$ cat src/rtl/vending_machine.sv
// vending_machine: 5/10-unit coin vending controller; in clk rst item[1:0] five_in ten_in, out dispense change
module vending_machine (
  input  logic       clk,
  input  logic       rst,
  input  logic [1:0] item,
  input  logic       five_in,
  input  logic       ten_in,
  output logic       dispense,
  output logic       change
);
  typedef enum logic {IDLE, COLLECT} state_t;
  state_t     state_q, state_d;
  logic [5:0] credit_q, credit_d, price_q, price_d, cur_price, coin, sum;
  logic       dispense_q, dispense_d, change_q, change_d, five_q, five_d, ten_q, ten_d;
  logic       five_ev, ten_ev, accept;
  always_comb begin
    five_ev    = five_in & ~five_q;
    ten_ev     = ten_in & ~ten_q;
    coin       = (five_ev ? 6'd5 : 6'd0) + (ten_ev ? 6'd10 : 6'd0);
    cur_price  = state_q == COLLECT ? price_q : item == 2'b01 ? 6'd15 : item == 2'b10 ? 6'd25 : 6'd35;
    sum        = (state_q == COLLECT ? credit_q : 6'd0) + coin;
    accept     = (five_ev | ten_ev) & (state_q == COLLECT | item != 2'b00);
    five_d     = five_in;
    ten_d      = ten_in;
    state_d    = state_q;
    credit_d   = credit_q;
    price_d    = price_q;
    dispense_d = dispense_q;
    change_d   = change_q;
    if (accept) begin
      price_d    = cur_price;
      dispense_d = sum >= cur_price;
      change_d   = sum > cur_price;
      credit_d   = sum >= cur_price ? 6'd0 : sum;
      state_d    = sum >= cur_price ? IDLE : COLLECT;
    end
  end
  always_ff @(posedge clk) begin
    five_q <= five_d;
    ten_q  <= ten_d;
    if (rst) begin
      state_q    <= IDLE;
      credit_q   <= '0;
      price_q    <= '0;
      dispense_q <= 1'b0;
      change_q   <= 1'b0;
    end else begin
      state_q    <= state_d;
      credit_q   <= credit_d;
      price_q    <= price_d;
      dispense_q <= dispense_d;
      change_q   <= change_d;
    end
  end
  assign dispense = dispense_q;
  assign change   = change_q;
endmodule

$ cat config.mk
export PLATFORM = sky130hd
export DESIGN_NAME = vending_machine
export DESIGN_NICKNAME = d
export VERILOG_FILES = /design/src/rtl/vending_machine.sv
export SDC_FILE = /design/constraint.sdc
export NUM_CORES = 1
export LEC_CHECK = 0
export CORE_MARGIN = 2
export CORE_UTILIZATION = 62
export CTS_CLUSTER_DIAMETER = 50
export CTS_CLUSTER_SIZE = 12
export DETAILED_ROUTE_END_ITERATION = 8
export PLACE_DENSITY = 0.9
export SYNTH_ARGS = -nofsm -noshare
export SYNTH_HDL_FRONTEND = slang
export SYNTH_SLANG_ARGS = --single-unit
$ cat constraint.sdc
create_clock -name clk -period 8.5 [get_ports clk]
set_input_delay 1.7 -clock clk [delete_from_list [all_inputs] [get_ports clk]]
set_output_delay 1.7 -clock clk [all_outputs]
set_load 0.02 [all_outputs]
==> impl.org, run 1 <==
** Status
- Status :: completed

** STA
- The smallest clock period supported by the final layout is computed as 4.93 ns.
- Slew Limit Fails :: 0
- Max Clock Skew :: 0.00169 ns
- Dividing the final minimum period by the clock period gives 58.0%.
- Setup repair after global routing left no endpoint under its margin.
- Based on the critical path, the design can be clocked at up to 203 MHz.
- The count of endpoints failing hold in the final timing report came to 0.
- Measured against its own limit, the worst slew margin works out to 29.8%.
- Measured slew at the worst slew-check pin :: 1.05 ns
- Final count of negative-setup-slack endpoints :: 0
- Setup TNS Final :: 0 ns

** Synth
- Number of distinct library cells after synthesis :: 45
- Top cells by count, synth :: sky130_fd_sc_hd__dfxtp_1 (17), sky130_fd_sc_hd__nor2_1 (16), sky130_fd_sc_hd__ha_1 (12)
- Post-synthesis average cell area :: 8.53 um2
- Sequential area share after synthesis :: 28.7%
- Number of cells produced by synthesis :: 139
- The synthesized design contains 0 enable-type register cells.
- Post-synth top flop :: sky130_fd_sc_hd__dfxtp_1
- Synth Register Bits :: 17
- The number of nets in the synthesized netlist is 157.
- Number of warning messages in the yosys log :: 0
- Summing every instance area after synthesis gives 0.00119 mm2.
- Leading post-synthesis cells by cell area :: sky130_fd_sc_hd__dfxtp_1 (29%), sky130_fd_sc_hd__ha_1 (13%), sky130_fd_sc_hd__nor2_1 (5.1%), sky130_fd_sc_hd__a21oi_1 (4.2%), sky130_fd_sc_hd__a211oi_1 (3.2%)
- FFs w/ async S/R, synth :: 0%
- Summed over its instances, the top area cell type makes up 28.7% of the synthesized netlist area.
- The most common cell in the synthesized netlist is sky130_fd_sc_hd__dfxtp_1.
- Largest area contributor in the synthesized netlist :: sky130_fd_sc_hd__dfxtp_1

** Routing
- Dividing the detail-routed via count by the number of cells gives 6.10.
- Once detail routing completed, the nets flagged for antenna violations numbered 0.
- For this block, the initial DRC count from the detailed router was 20.
- Per-cell routed wire length :: 14.4 um
- Number of search-and-repair iterations in the first detailed-routing pass :: 4
- Wires add up to 2400 um.
- In the routed design, unresolved DRC markers number 0.
- The routed layout has 1013 vias.

** Clock network
- Post-CTS timing repair inserted 0 buffers for setup.
- The root buffer cell chosen for the clock tree is sky130_fd_sc_hd__clkbuf_4.
- The clock passes through at most 2 buffers.
- Number of clock sinks :: 17
- TritonCTS clock tree :: built
- Clock latency of the later-clocked register in the worst-skew pair :: 0.29 ns
- Total of cells resized after clock tree synthesis :: 0
- Number of clock buffers inserted by TritonCTS :: 3
- In this run the number of H-tree levels came out at 1.
- CTS clock-pin slew for the worst setup and hold paths :: 0.09 ns
- Cts hold-fix bufs :: 0

** Worst hold path
- In this run the most critical hold path is launched from price_q[0].
- The tightest min-delay check is of the reg -> reg type.

** Critical path
- At the worst endpoint, the required time is 8.71 ns.
- Startpoint type of the worst setup path :: input pin
- Data arrives at the worst endpoint at 5.15 ns.
- Class of the most critical setup path :: in -> reg
- In this run the worst path has a maximum fanout of 8.
- The worst register-to-register path begins at state_q.
- The critical path starts at five_in.
- The worst setup path is captured at a register.

** Place
- Input and output buffers added on the ports amount to 7.
- Estimated wirelength of the detail-placed design :: 1830 um
- At the end of routability-driven placement, the weighted congestion stood at 0.919.

** Floorplan
- The initial utilization of the core area, before any placement, comes to 67.2%.
- The region available for standard cell placement spans 0.00176 mm2.
- DIE HEIGHT :: 47.7 um
- Row count :: 15
- DIE WIDTH :: 47.7 um
- I/O pins :: 8
- Floorplan die area :: 0.00228 mm2

** Global routing
- Total congestion overflow :: 0
- The initial antenna violation count was 0.
- Number of global-route vias before repair :: 924
- In the global route stage, overall resource usage came out at 24.0%.
- The first global-routing pass estimated 3840 um of wire.
- Largest net degree at the start of global routing :: 18

** Pwr
- Across the VDD grid, the largest voltage drop is 0.144 mV.
- Power per cell area :: 142 mW/mm2
- Summed over all cells, the static leakage comes to 0.540 nW.

** Layout
- Once layout is complete, the utilization of the core stands at 71.2%.
- Area growth from synthesis to layout :: 5.91%
- Count of nets after finishing :: 160
- Cells with a size suffix above 1 make up 8.51% of the layout.
- 0 antenna diodes ended up in the layout.

** Flow run
- Max-cap violations in this run came to 0.
flip-flops by register name (all words and copies together) (netlist names):
| register | cells |
|---|---|
| change | 1 |
| credit_q | 6 |
| dispense | 1 |
| five_q | 1 |
| ten_q | 1 |
| price_q | 6 |
| state_q | 1 |
metal layers:
layer	part of all wire (%)	global-route usage [%]	vias to the layer above
met5	0	0	-
met4	2.6	15.1	0
met3	3.6	2.64	7
met2	49	40.5	23
met1	45	28.8	476
li1	-	-	507
path summary, 6_finish.rpt:
path                       to  slack [ns]  cells past startpoint
setup / recovery  credit_q[4]        3.57                     13
hold / removal     price_q[0]        0.47                      2
setup reg to reg  credit_q[4]        4.83                     12
hold reg to reg    price_q[0]        0.47                      2
critical path, stage by stage:
cell and delay [ns]:
sky130_fd_sc_hd__clkdlybuf4s50_1 0.46, sky130_fd_sc_hd__nor2b_1 0.28, sky130_fd_sc_hd__ha_1 0.31, sky130_fd_sc_hd__ha_1 0.22
sky130_fd_sc_hd__nor2_1 0.06, sky130_fd_sc_hd__a211oi_1 0.25, sky130_fd_sc_hd__mux2_2 0.37, sky130_fd_sc_hd__or2_2 0.30
sky130_fd_sc_hd__ha_1 0.29, sky130_fd_sc_hd__and4_2 0.22, sky130_fd_sc_hd__a211oi_4 0.36, sky130_fd_sc_hd__o21ai_0 0.15
sky130_fd_sc_hd__a21oi_1 0.16
layout by cell type, fill, tap and decap left out, drive strengths merged, types with 2 or more instances in the layout:
| cell type | Yosys | routed |
|---|---|---|
| nor2b | 4 | 4 |
| nor2 | 16 | 16 |
| inv | 5 | 5 |
| o21ai | 4 | 4 |
| nor3 | 4 | 4 |
| xnor2 | 3 | 3 |
| a21oi | 10 | 10 |
| o21a | 2 | 2 |
| dfxtp | 17 | 17 |
| clkdlybuf4s50 | 0 | 7 |
| a211o | 2 | 2 |
| a31oi | 2 | 2 |
| and2 | 3 | 3 |
| nand2 | 9 | 9 |
| a21boi | 2 | 2 |
| clkbuf | 3 | 4 |
| nand2b | 4 | 4 |
| a211oi | 6 | 6 |
| a22oi | 5 | 5 |
| a21o | 3 | 3 |
| ha | 12 | 12 |
stage by stage:
step | power [mW] | cells | area, um2 | setup slack [ns] | hold slack [ns]
after global placement | 0.136 | 162 | 1230 | 3.43 | 0.443
final | 0.179 | 166 | 1260 | 3.57 | 0.472
after detailed placement | 0.138 | 162 | 1230 | 3.32 | 0.459
after global routing | 0.188 | 166 | 1260 | 3.37 | 0.523
after CTS | 0.179 | 166 | 1260 | 3.61 | 0.482
after floorplan | 0.127 | 139 | 1190 | 4.07 | 0.428
report_power, final:
part	switching [mW]	total [mW]	internal (mW)	leakage (nW)
logic	0.0264	0.0464	0.0199	0.385
clock network	0.0231	0.0413	0.0183	0.0150
registers	0.00566	0.0908	0.0851	0.140
total	0.0552	0.179	0.123	0.540
layout make-up:
cell class | instances | area (um2)
multi-input combinational | 108 | 769
fill | 160 | 508
sequential | 17 | 340
timing repair buffer | 7 | 70.1
tap | 25 | 31.3
clock buffer | 4 | 26.3
inverter | 5 | 18.8
kinds of logic (layout without fill, tap and decap cells):
family | count (synthesis) | after routing | share of synthesized area [%]
xor+xnor | 3 | 3 | 2.22
compound gates | 45 | 45 | 28.0
mux | 2 | 2 | 1.79
buf+inv | 14 | 16 | 6.43
flops | 17 | 17 | 28.7
fa+ha+maj | 13 | 13 | 13.6
simple gates | 45 | 45 | 19.3
(Power assumes the default switching activity.)
==> run 2, diff against run 1 <==
- CORE_UTILIZATION: 62 -> 57
- PLACE_DENSITY: 0.9 -> 0.84
- clock period: 8.5 -> 4.97 ns (I/O delays scaled with it)
==> run 2 against run 1 <==
- non-clock buffer count is the same
- clock skew rose by 0.0014 ns
- sequential cell count unchanged
- die area up 8.0%
- routed wire length fell by 3.8%
- clock power increased by 73%
- hold slack gained 0.022 ns
- via count down 1.8%
- utilization is 7.0 points lower
- first-iteration DRC count is 10% lower
- largest power group unchanged
==> impl.org, run 2 (synthesized netlist as in run 1, its figures left out) <==
** Routing
- After the first detailed-routing iteration, the DRC count stood at 18.
- Number of search-and-repair iterations in the first detailed-routing pass :: 4
- Final ANT Viol Nets :: 0
- Via count :: 995
- In the routed layout, each cell is associated on average with a via count of 5.92.
- Post-route DRC :: 0
- Per-cell routed wire length :: 13.7 um
- Routed WL :: 2310 um

** Layout
- The net count of the finished layout is 160.
- The multi-input combinational cells in the finished layout cover a total of 769 um2.
- Cells with a size suffix above 1 make up 8.51% of the layout.
- 0 antenna diodes ended up in the layout.
- Fillers :: 196
- Biggest regs :: credit_q x6, price_q x6
- Registers take 340 um2.
- Leading cell types in the layout, fill and taps excluded :: sky130_fd_sc_hd__dfxtp_1 (17), sky130_fd_sc_hd__nor2_1 (16), sky130_fd_sc_hd__ha_1 (12)
- Most common cell after layout, fill and taps aside :: sky130_fd_sc_hd__dfxtp_1
- Relative to the synthesized area, the layout overhead comes to 6.12%.

** STA
- Dividing the final minimum period by the clock period gives 84.4%.
- The routed design could run at a clock period as short as 4.19 ns.
- Max Fclk :: 238 MHz
- Max Clock Skew :: 0.00309 ns
- At the pin with the least slew margin, the transition time is 1.04 ns.
- Setup violations remaining at the end of the flow were counted as 0.
- Unrepaired setup endpoints after global routing :: false
- Summed over all failing endpoints, the final setup total negative slack is 0 ns.
- Final hold slack :: 0.494 ns
- Measured against its own limit, the worst slew margin works out to 30.4%.
- Hold Vio Cnt, Final :: 0
- The number of max-slew violations in the final report came to 0.
- In the post-route analysis, the smallest setup slack over all paths is 0.777 ns.

** Global routing
- Largest net degree at the start of global routing :: 18
- The first global-routing pass estimated 3960 um of wire.
- The initial antenna violation count came to 0.
- Number of global-route vias before repair :: 953
- The total overflow left after global routing is 0.
- Total global routing track utilization :: 20.9%

** Critical path
- In this run the worst path has a maximum fanout of 8.
- By startpoint and endpoint, the worst setup path is classified as in -> reg.
- At the worst endpoint, the arrival time is 4.41 ns.
- The critical path goes through clkdlybuf4s50_1, nor2b_1, ha_1, ha_1, nor2_1, a211oi_1, mux2_2, or2_2, ha_1, and4_2, a211oi_4, o21ai_0, a21oi_1.
- Slowest cell on crit path :: sky130_fd_sc_hd__clkdlybuf4s50_1
- Slowest stage delay, CP :: 0.47 ns
- Required time of the critical path :: 5.19 ns
- Startpoint type of the worst setup path :: input pin
- Critical Path End Type :: register
- Most prevalent standard cell on the critical path :: sky130_fd_sc_hd__ha_1

** Floorplan
- The die is 49.6 um wide.
- For this configuration, the core starts out at a cell density of 60.5%.
- Placeable core area :: 0.00196 mm2
- 8 I/O pins were placed.
- Floorplan die area :: 0.00246 mm2
- The die is 49.6 um tall.
- The floorplan has 16 rows.

** Place
- Input and output buffers added on the ports amount to 7.
- At the placement stage, the worst setup path has a slack of 0.498 ns.
- Routability congestion estimate from global placement :: 0.875
- Estimated wirelength of the detail-placed design :: 1780 um

** Clock network
- Total of cells resized after clock tree synthesis :: 0
- TritonCTS built the clock tree.
- After clock tree synthesis, the clock-pin slew on the worst setup and hold paths is 0.09 ns.
- At the later pin of the worst-skew pair, clock insertion delay measures 0.29 ns.
- Number of clock sinks :: 17
- Number of clock buffers inserted by TritonCTS :: 3
- Clock H-tree levels :: 1
- Cts hold-fix bufs :: 0
- Master cell of the clock root buffer :: sky130_fd_sc_hd__clkbuf_4
- Clock buffer depth :: 2
- Once the clock tree was built, the setup fixing pass inserted 0 buffers.

** Status
- Status :: completed

** Flow run
- Max-cap violations in this run came to 0.

** Pwr
- Power per cell area :: 242 mW/mm2
- The worst-case IR drop observed on VDD is 0.255 mV.
- Leakage power :: 0.540 nW

** Worst hold path
- The tightest min-delay check is of the reg -> reg type.
## run 2: cell counts in the layout (fill, tap and decap cells not counted)
Identical to the previous run, type by type.
## run 2: final timing paths
path	depth (start not counted)	slack [ns]	end	from
max	13	0.78	credit_q[4]	five_in
min	2	0.49	price_q[0]	price_q[0]
max reg2reg	12	1.37	credit_q[4]	state_q
min reg2reg	2	0.49	price_q[0]	price_q[0]
## run 2: stage by stage
stage | power, mW | cells | util [%] | instance area (um2)
3_3_place_gp | 0.233 | 164 | 62.8 | 1230
6_report | 0.305 | 168 | 64.2 | 1260
3_5_place_dp | 0.236 | 164 | 62.8 | 1230
2_1_floorplan | 0.218 | 139 | - | 1190
4_1_cts | 0.307 | 168 | 64.2 | 1260
5_1_grt | 0.325 | 168 | 64.2 | 1260
## run 2: worst max-delay path: cells and delay by family
family                   cells  cell delay, ns
AO/OA/AOI/OAI                4            0.92
AND/OR/NAND/NOR              4            0.85
adder cells (fa/ha/maj)      3            0.81
buffers and inverters        1            0.47
multiplexers                 1            0.37
## run 2: layer usage
| layer | up-vias | GRT usage (%) | wire [um] |
|---|---|---|---|
| met2 | 17 | 37.3 | 1160 |
| met4 | 0 | 9.72 | 43 |
| met5 | - | 0 | 0 |
| met3 | 5 | 3.64 | 58 |
| li1 | 509 | - | - |
| met1 | 464 | 23.9 | 1050 |
## run 2: layout make-up
class / count / area share, %
clock buffer: 4 / 2.09
inverter: 5 / 1.49
multi-input combinational: 108 / 61.1
sequential: 17 / 27.0
tap: 27 / 2.68
timing repair buffer: 7 / 5.57
## run 2: report_power, final
part	internal (mW)	switching, mW
registers	0.146	0.00926
clock network	0.0313	0.0403
logic	0.0341	0.0446
total	0.211	0.0942
